[src/rtl/seg_scan_mux_pkg.sv]
// rtl/seg_scan_mux_pkg.sv - shared types and constants for the segment scan multiplexer
// Purpose: scan state encoding, digit count and all-off segment codes for both polarities.
// Ports: none (package).
package seg_scan_mux_pkg;

    typedef enum logic [1:0] {
        IDLE  = 2'd0,
        BLANK = 2'd1,
        SHOW  = 2'd2
    } state_e;

    localparam int DIGITS = 4;

    localparam logic [6:0] SEG_OFF_AL = 7'h7F;
    localparam logic [6:0] SEG_OFF_AH = 7'h00;

endpackage

[src/rtl/seg_tick_counter.sv]
// rtl/seg_tick_counter.sv - per-digit slot counter with wrap flag
// Purpose: counts 0..CLK_DIV-1 while run=1, returns to 0 when run=0.
// Ports:
//   clk, rst_n : clock, asynchronous active-low reset
//   run        : 1 = count, 0 = hold at zero
//   cnt_next   : value the counter takes at the next rising edge
//   wrap       : counter is at CLK_DIV-1 and will wrap at the next edge
module seg_tick_counter #(
    parameter int CLK_DIV = 50000,
    parameter int CNT_W   = $clog2(CLK_DIV)
) (
    input  logic             clk,
    input  logic             rst_n,
    input  logic             run,
    output logic [CNT_W-1:0] cnt_next,
    output logic             wrap
);

    localparam logic [CNT_W-1:0] LAST = CNT_W'(CLK_DIV - 1);

    logic [CNT_W-1:0] cnt_q;
    logic [CNT_W-1:0] cnt_d;

    always_comb begin
        wrap = run && (cnt_q == LAST);
        if (!run || wrap) begin
            cnt_d = '0;
        end else begin
            cnt_d = cnt_q + CNT_W'(1);
        end
        cnt_next = cnt_d;
    end

    always_ff @(posedge clk or negedge rst_n) begin
        if (!rst_n) begin
            cnt_q <= '0;
        end else begin
            cnt_q <= cnt_d;
        end
    end

endmodule

[src/rtl/seg_scan_mux.sv]
// rtl/seg_scan_mux.sv - four-digit seven-segment scan multiplexer
// Purpose: time-multiplexes four segment patterns onto a shared bus with a
// blanking gap at the start of each digit slot; patterns are double-buffered
// so a frame never mixes old and new data.
// Ports:
//   clk, rst_n          : clock, asynchronous active-low reset
//   seg0_in..seg3_in    : patterns {g..a}, 1 = lit, for digits 0..3
//   load                : strobe, captures all four patterns into the pending buffer
//   en                  : 1 = scanning, 0 = dark
//   an                  : digit enables, active-low
//   seg                 : segment bus, polarity set by SEG_ACTIVE_LOW
//   frame_done          : one-cycle pulse after the digit-3 slot ends
module seg_scan_mux
    import seg_scan_mux_pkg::*;
#(
    parameter int CLK_DIV        = 50000,
    parameter int BLANK_CYCLES   = 1000,
    parameter bit SEG_ACTIVE_LOW = 1'b1
) (
    input  logic       clk,
    input  logic       rst_n,
    input  logic [6:0] seg0_in,
    input  logic [6:0] seg1_in,
    input  logic [6:0] seg2_in,
    input  logic [6:0] seg3_in,
    input  logic       load,
    input  logic       en,
    output logic [3:0] an,
    output logic [6:0] seg,
    output logic       frame_done
);

    localparam int               CNT_W   = $clog2(CLK_DIV);
    localparam logic [CNT_W-1:0] BLANK_C = CNT_W'(BLANK_CYCLES);
    localparam logic [6:0]       SEG_OFF = SEG_ACTIVE_LOW ? SEG_OFF_AL : SEG_OFF_AH;

    logic [CNT_W-1:0] cnt_next;
    logic             wrap;
    logic             run;
    logic             frame_wrap;

    // ready_q holds scanning off for the first edge after reset release
    logic                       ready_q, ready_d;
    state_e                     state_q, state_d;
    logic [1:0]                 digit_q, digit_d;
    logic [DIGITS-1:0][6:0]     pending_q, pending_d;
    logic [DIGITS-1:0][6:0]     shadow_q, shadow_d;
    logic [3:0]                 an_q, an_d;
    logic [6:0]                 seg_q, seg_d;
    logic                       frame_done_q, frame_done_d;

    seg_tick_counter #(
        .CLK_DIV (CLK_DIV),
        .CNT_W   (CNT_W)
    ) u_tick (
        .clk      (clk),
        .rst_n    (rst_n),
        .run      (run),
        .cnt_next (cnt_next),
        .wrap     (wrap)
    );

    always_comb begin
        ready_d    = 1'b1;
        run        = en && ready_q;
        frame_wrap = wrap && (digit_q == 2'd3);

        digit_d = run ? (wrap ? digit_q + 2'd1 : digit_q) : 2'd0;

        // Outputs are registered from next-state values so they change on the
        // same edge as the counter reaches the relevant slot position.
        case (state_q)
            IDLE:    state_d = (cnt_next >= BLANK_C) ? SHOW : BLANK;
            BLANK:   state_d = (cnt_next >= BLANK_C) ? SHOW : BLANK;
            SHOW:    state_d = wrap ? BLANK : SHOW;
            default: state_d = IDLE;
        endcase
        if (!run) begin
            state_d = IDLE;
        end

        pending_d = load ? {seg3_in, seg2_in, seg1_in, seg0_in} : pending_q;
        // pending_d already carries a coincident load straight into shadow
        shadow_d  = frame_wrap ? pending_d : shadow_q;

        an_d  = 4'b1111;
        seg_d = SEG_OFF;
        if (state_d == SHOW) begin
            an_d[digit_d] = 1'b0;
            seg_d         = SEG_ACTIVE_LOW ? ~shadow_d[digit_d] : shadow_d[digit_d];
        end

        frame_done_d = frame_wrap;
    end

    always_ff @(posedge clk or negedge rst_n) begin
        if (!rst_n) begin
            ready_q      <= 1'b0;
            state_q      <= IDLE;
            digit_q      <= 2'd0;
            pending_q    <= '0;
            shadow_q     <= '0;
            an_q         <= 4'b1111;
            seg_q        <= SEG_OFF;
            frame_done_q <= 1'b0;
        end else begin
            ready_q      <= ready_d;
            state_q      <= state_d;
            digit_q      <= digit_d;
            pending_q    <= pending_d;
            shadow_q     <= shadow_d;
            an_q         <= an_d;
            seg_q        <= seg_d;
            frame_done_q <= frame_done_d;
        end
    end

    assign an         = an_q;
    assign seg        = seg_q;
    assign frame_done = frame_done_q;

endmodule

[config.mk]
export PLATFORM = sky130hd
export DESIGN_NAME = seg_scan_mux
export DESIGN_NICKNAME = d
export VERILOG_FILES = /design/src/rtl/seg_scan_mux_pkg.sv /design/src/rtl/seg_tick_counter.sv /design/src/rtl/seg_scan_mux.sv
export SDC_FILE = /design/constraint.sdc
export NUM_CORES = 1
export LEC_CHECK = 0
export ABC_AREA = 1
export BUFFER_PORTS_ARGS = -buffer_cell sky130_fd_sc_hd__buf_2
export CAP_MARGIN = 20
export CORE_UTILIZATION = 54
export DETAILED_ROUTE_END_ITERATION = 8
export PLACE_DENSITY = 0.79
export SYNTH_ARGS = -nofsm -noshare
export SYNTH_HDL_FRONTEND = slang
export SYNTH_SLANG_ARGS = --single-unit
export TNS_END_PERCENT = 1
[constraint.sdc]
create_clock -name clk -period 3.55 [get_ports clk]
set_clock_uncertainty 0.2 [all_clocks]
set_input_delay 0.1775 -clock clk [delete_from_list [all_inputs] [get_ports clk]]
set_output_delay 0.1775 -clock clk [all_outputs]
set_load 0.02 [all_outputs]
==> reports/metrics.cfg, run 1 <==
[run_status]
status=finished clean

[power]
vdd_drop_max_mv=0.204
p_leak_nw=2.78
power_density_nw_per_um2=395

[synth]
synth_flop_cell=dfrtp_1
synth.cell_area_um2=4440
synth.avg_cell_area_um2=7.83
ys_ff_latch=89
yosys_warnings=0
async_flop_share=1.00
yosys.cell_types.count=35
seq_area_frac_synth=0.505
syn_inst=567
synth_edf_count=0
syn_nets=601

[critical_path]
required_ns=3.64
crit_arrival_ns=2.78
path_class=flip-flop to flip-flop
crit_path_end_kind=flip-flop
crit_path_start_kind=flip-flop
critPathMaxFanout=24

[min_path]
hold_class=input pin to flip-flop

[placed_design]
dpl_cell_area_um2=4700
dp_cells=696
place_congestion=0.882
io_buffer_count=43
place_ws_ns=0.910
dp_hpwl_um=6270

[timing]
finalSetupTns_ns=0
hold_slack_ns=0.0146
fin_crit_ns=2.69
max_slew_margin=0.437
fin_crit_sh=0.758
final_hold_viol_count=0
rsz0062_at_grt=false
setup_ws_ns=0.859
slew_violations=0
fmax_mhz=372
worst_pin_slew_ns=0.844
setup_viol=0

[floorplanning]
ioPinCount=44
die_h_um=92.7
coreArea_um2=7850
die_area_um2=8590
rows=32
die_w_um=92.7
start_util=0.566

[drt]
drcViolationCount=0
first_pass_iters=4
wl_um=9260
vias_per_cell=4.96
ant_nets=0
wire_per_inst_um=12.6
drt_iter0_drc=217
via_count=3657

[layout]
fillers=651
layoutNonFillerInstCount=738
design_area_um2=5230
ff_latch_area_um2=2240
multi_input_area_um2=1640
synthToLayoutAreaGrowth_pct=17.6
layout.nets=665
insertedDiodeCount=0
drive_gt1_frac=0.179

[clock_tree]
clock_latency_ns=0.37
clockBufferDepth=2
cts_num_sinks=89
cts_tree=built
ctsRootBufferMaster=clkbuf_8
path_clk_slew_ns=0.09
numCtsBuffers=9
htree_levels=3
cts_setup_buffers=0

[grt]
grt_pass1_wl_um=15900
gr-usage-all-layers=0.239
grt_max_degree=69
first_global_vias=3468
grt_antenna_before_repair=0
grt_overflow=0

[flow_run]
cap_violations=0

-- synth_stat cells, types with 2 or more instances --
cell / instances / area (µm²)
xor2_1: 2 / 17.5
buf_6: 3 / 33.8
and2_4: 4 / 35.0
o21ai_0: 31 / 155
dfstp_2: 11 / 289
inv_1: 119 / 447
ha_1: 2 / 25.0
nand2_2: 15 / 93.8
nor2_1: 45 / 169
nand2_4: 2 / 22.5
dfrtp_1: 78 / 1950
nand3_2: 2 / 20.0
nand4_1: 26 / 163
buf_4: 2 / 15.0
nand2_1: 155 / 582
clkbuf_1: 9 / 33.8
buf_2: 5 / 25.0
nor2_2: 7 / 43.8
o21ai_1: 6 / 30.0
a21oi_1: 5 / 25.0
nand3_1: 17 / 85.1
nor2_4: 3 / 33.8
and2_1: 5 / 31.3
o21ai_2: 2 / 17.5
-- stage by stage --
| stage | total power, mW | util |
|---|---|---|
| 6_report | 2.07 | 0.666 |
| 3_5_place_dp | 1.18 | 0.599 |
| 3_3_place_gp | 1.17 | 0.599 |
| 2_1_floorplan | 1.13 | - |
| 4_1_cts | 2.08 | 0.666 |
| 5_1_grt | 2.16 | 0.666 |
-- power breakdown --
| group | internal, mW | switching [mW] |
|---|---|---|
| logic | 0.0496 | 0.0785 |
| clock network | 0.525 | 0.360 |
| registers | 1.04 | 0.00824 |
-- final cells by class --
| type | count | share of cell area |
|---|---|---|
| clock buffers | 12 | 0.0316 |
| clock inverters | 4 | 0.0187 |
| inverters | 121 | 0.0872 |
| multi-input cells | 338 | 0.313 |
| flip-flops and latches | 89 | 0.429 |
| well taps | 102 | 0.0244 |
| repair buffers | 72 | 0.0958 |
-- path summary, 6_finish.rpt --
path                                           startpoint                         end  slack [ns]  cells after the start
worst max-delay path            u_tick.cnt_q[0]$_DFF_PN0_            seg[0]$_DFF_PN1_        0.86                     13
worst min-delay path                           seg1_in[3]     pending_q[10]$_DFF_PN0_        0.01                      5
worst max register to register  u_tick.cnt_q[0]$_DFF_PN0_            seg[0]$_DFF_PN1_        0.86                     13
worst min register to register      shadow_q[4]$_DFF_PN0_       shadow_q[4]$_DFF_PN0_        0.30                      2
max in group asynchronous                           rst_n      pending_q[3]$_DFF_PN0_        2.06                      3
min in group asynchronous                           rst_n  u_tick.cnt_q[13]$_DFF_PN0_        0.25                      2
-- flip-flops by register name, indices dropped and copies added (netlist names) --
signal	flops
pending_q	28
ready_q	1
shadow_q	28
state_q	2
seg	7
digit_q	2
an	4
u_tick.cnt_q	16
frame_done	1
-- layout by cell type (no fill, tap or decap), types with 2 or more instances in the layout --
master and count:
o21ai_2 2, ha_1 2, and2_1 5, o21ai_0 31, xor2_1 2, dfrtp_1 78, nand2_2 15, a21oi_1 5
dfstp_2 11, inv_1 119, nor2_4 3, bufinv_16 3, clkbuf_8 12, o21ai_1 6, nand2_4 2, nand3_1 17
nand4_1 26, nand3_2 2, nand2_1 155, dlygate4sd3_1 26, buf_2 42, nor2_2 7, buf_4 4, nor2_1 45
and2_4 4
-- metal layers --
metal	vias to the layer above	track usage	routed length, µm
met5	-	0	0
met1	1717	0.316	4150
met3	17	0.0649	437
met2	86	0.386	4470
met4	0	0.0705	206
li1	1837	-	-
-- kinds of logic after synthesis --
kind of cell | share of synthesized area
fa+ha+maj | 0.00563
other cells | 0.000844
xor+xnor | 0.00394
buf+inv | 0.127
simple gates | 0.300
compound gates | 0.0583
flops | 0.505
-- critical path: stages (launching register included) --
cell	delay, ns
dfrtp_1	0.41
ha_1	0.26
nand3_4	0.15
nor2_4	0.16
nand2_4	0.08
clkinv_2	0.26
nand3_2	0.43
nand2_1	0.17
and2_4	0.15
nand2_1	0.04
nand2_1	0.09
nand2_1	0.06
nand2_1	0.08
nand2_2	0.06
-- timing repair --
| action | CTS | global route |
|---|---|---|
| hold buffers | 26 | 0 |
| endpoints found under the hold margin | 81 | 0 |
| resized for setup | 0 | 0 |
Note: power is estimated with default switching activity, not from simulation.
==> run 2: changes to the inputs <==
Clock period 3.55 ns to 2.75 ns, I/O delays scaled along.
==> run 2 against run 1 <==
Against the previous run: core utilization rose by 0.13 points; sequential share of layout area fell by 0.082 points; die area did not move; worst setup slack got worse by 0.56 ns; final area rose by 0.19%; first-iteration DRC count fell by 14%; register-to-register slack got worse by 0.56 ns; sequential power rose by 30%; wire length rose by 1.8%; critical endpoint is now seg[3]$_DFF_PN1_.
==> reports/metrics.cfg, run 2 (synthesis results as in run 1) <==
[timing]
worst_pin_slew_ns=0.791
fin_crit_ns=2.45
setup_ws_ns=0.299
setup_viol=0
final_hold_viol_count=0
fin_crit_sh=0.891
fmax_mhz=408
finalSetupTns_ns=0
slew_violations=0
max_slew_margin=0.472
rsz0062_at_grt=false

[floorplanning]
ioPinCount=44
die_w_um=92.7
start_util=0.566
die_area_um2=8590
die_h_um=92.7
coreArea_um2=7850
rows=32

[clock_tree]
numCtsBuffers=9
htree_levels=3
path_clk_slew_ns=0.09
clock_latency_ns=0.36
ctsHoldBuffers=28
cts_tree=built
cts_num_sinks=89
cts_resized=0
cts_setup_buffers=0
ctsRootBufferMaster=clkbuf_8
clockBufferDepth=2

[flow_run]
cap_violations=0

[critical_path]
path_class=flip-flop to flip-flop
required_ns=2.83
crit_arrival_ns=2.53
r2r_end=seg[3]$_DFF_PN1_
crit_path_end_kind=flip-flop
critPathMaxFanout=21
crit_path_start_kind=flip-flop
r2r_start=u_tick.cnt_q[0]$_DFF_PN0_
r2r_setup_slack_ns=0.30
worstRegToRegCells=13

[layout]
insertedDiodeCount=0
multi_input_area_um2=1640
drive_gt1_frac=0.183
ff_latch_area_um2=2240
layout_commonest_cell=nand2_1
synthToLayoutAreaGrowth_pct=17.9
layoutNonFillerInstCount=743
layout.nets=670
design_area_um2=5240
top_regs=pending_q (28), shadow_q (28), u_tick.cnt_q (16)
fillers=643
fin_util=0.667
final_cell_mix=155 x nand2_1, 119 x inv_1, 78 x dfrtp_1, 45 x nor2_1, 42 x buf_2

[drt]
via_count=3694
drt_iter0_drc=187
vias_per_cell=4.97
ant_nets=0
first_pass_iters=5
drcViolationCount=0
wl_um=9430
wire_per_inst_um=12.7

[min_path]
worstHoldEndpoint=u_tick.cnt_q[2]$_DFF_PN0_
hold_class=input pin to flip-flop
whs_path_depth=5
min-delay-start=en

[grt]
grt_antenna_before_repair=0
first_global_vias=3575
grt_max_degree=86
gr-usage-all-layers=0.242
grt_overflow=0
grt_pass1_wl_um=16100

[placed_design]
dp_hpwl_um=6220
dp_cells=698
place_ws_ns=0.345
place_congestion=0.875
dpl_cell_area_um2=4720
io_buffer_count=43

[power]
p_leak_nw=2.79
vdd_drop_max_mv=0.264
power_density_nw_per_um2=481

[run_status]
status=finished clean

[run 2: cell count changes in the layout (fill, tap and decap cells not counted)]
cell,before,now
clkbuf_8,12,9
buf_4,4,6
clkinv_2,1,3
dlygate4sd3_1,26,28
buf_12,0,1
bufinv_16,3,2
clkinvlp_4,1,2
inv_6,0,1
[run 2: critical path, cell delays in order, from the launching register on]
cell and delay, ns:
dfrtp_1 0.41, ha_1 0.25, nand3_4 0.14, nor2_4 0.15, nand2_4 0.08, clkinv_2 0.08
nand3_2 0.36, nand2_1 0.19, and2_4 0.17, nand2_1 0.06, nand2_1 0.07, nand2_1 0.06
nand2_1 0.09, nand2_2 0.06
[run 2: how the worst max path moves through the flow]
stage,startpoint,to,cells past startpoint
after floorplan,u_tick.cnt_q[0]$_DFF_PN0_,state_q[1]$_DFF_PN0_,12
after global placement,u_tick.cnt_q[0]$_DFF_PN0_,seg[0]$_DFF_PN1_,12
after detailed placement,u_tick.cnt_q[0]$_DFF_PN0_,seg[3]$_DFF_PN1_,13
after CTS,u_tick.cnt_q[0]$_DFF_PN0_,seg[3]$_DFF_PN1_,13
after global routing,u_tick.cnt_q[1]$_DFF_PN0_,seg[3]$_DFF_PN1_,13
final,u_tick.cnt_q[0]$_DFF_PN0_,seg[3]$_DFF_PN1_,13
[run 2: per-stage QoR]
stage	power (mW)	hold slack [ns]
floorplan	1.45	-0.358
finish	2.52	0.0258
CTS	2.53	0.0276
global route	2.62	0.0605
detailed placement	1.52	0.194
global placement	1.51	0.182
[run 2: layer usage]
layer | track usage | up-vias | part of all wire
li1 | - | 1846 | -
met1 | 0.323 | 1736 | 0.46
met2 | 0.389 | 91 | 0.47
met3 | 0.0361 | 21 | 0.038
met4 | 0.115 | 0 | 0.028
met5 | 0 | - | 0
[run 2: power breakdown]
part | switching, mW | internal (mW)
combinational | 0.102 | 0.0697
clock | 0.479 | 0.511
sequential | 0.0106 | 1.35
total | 0.591 | 1.93
[run 2: area by class of cell]
cell class	count	share of cell area
flip-flops and latches	89	0.428
multi-input cells	338	0.313
inverters	121	0.0870
clock inverters	7	0.0179
well taps	102	0.0244
clock buffers	9	0.0237
repair buffers	77	0.106
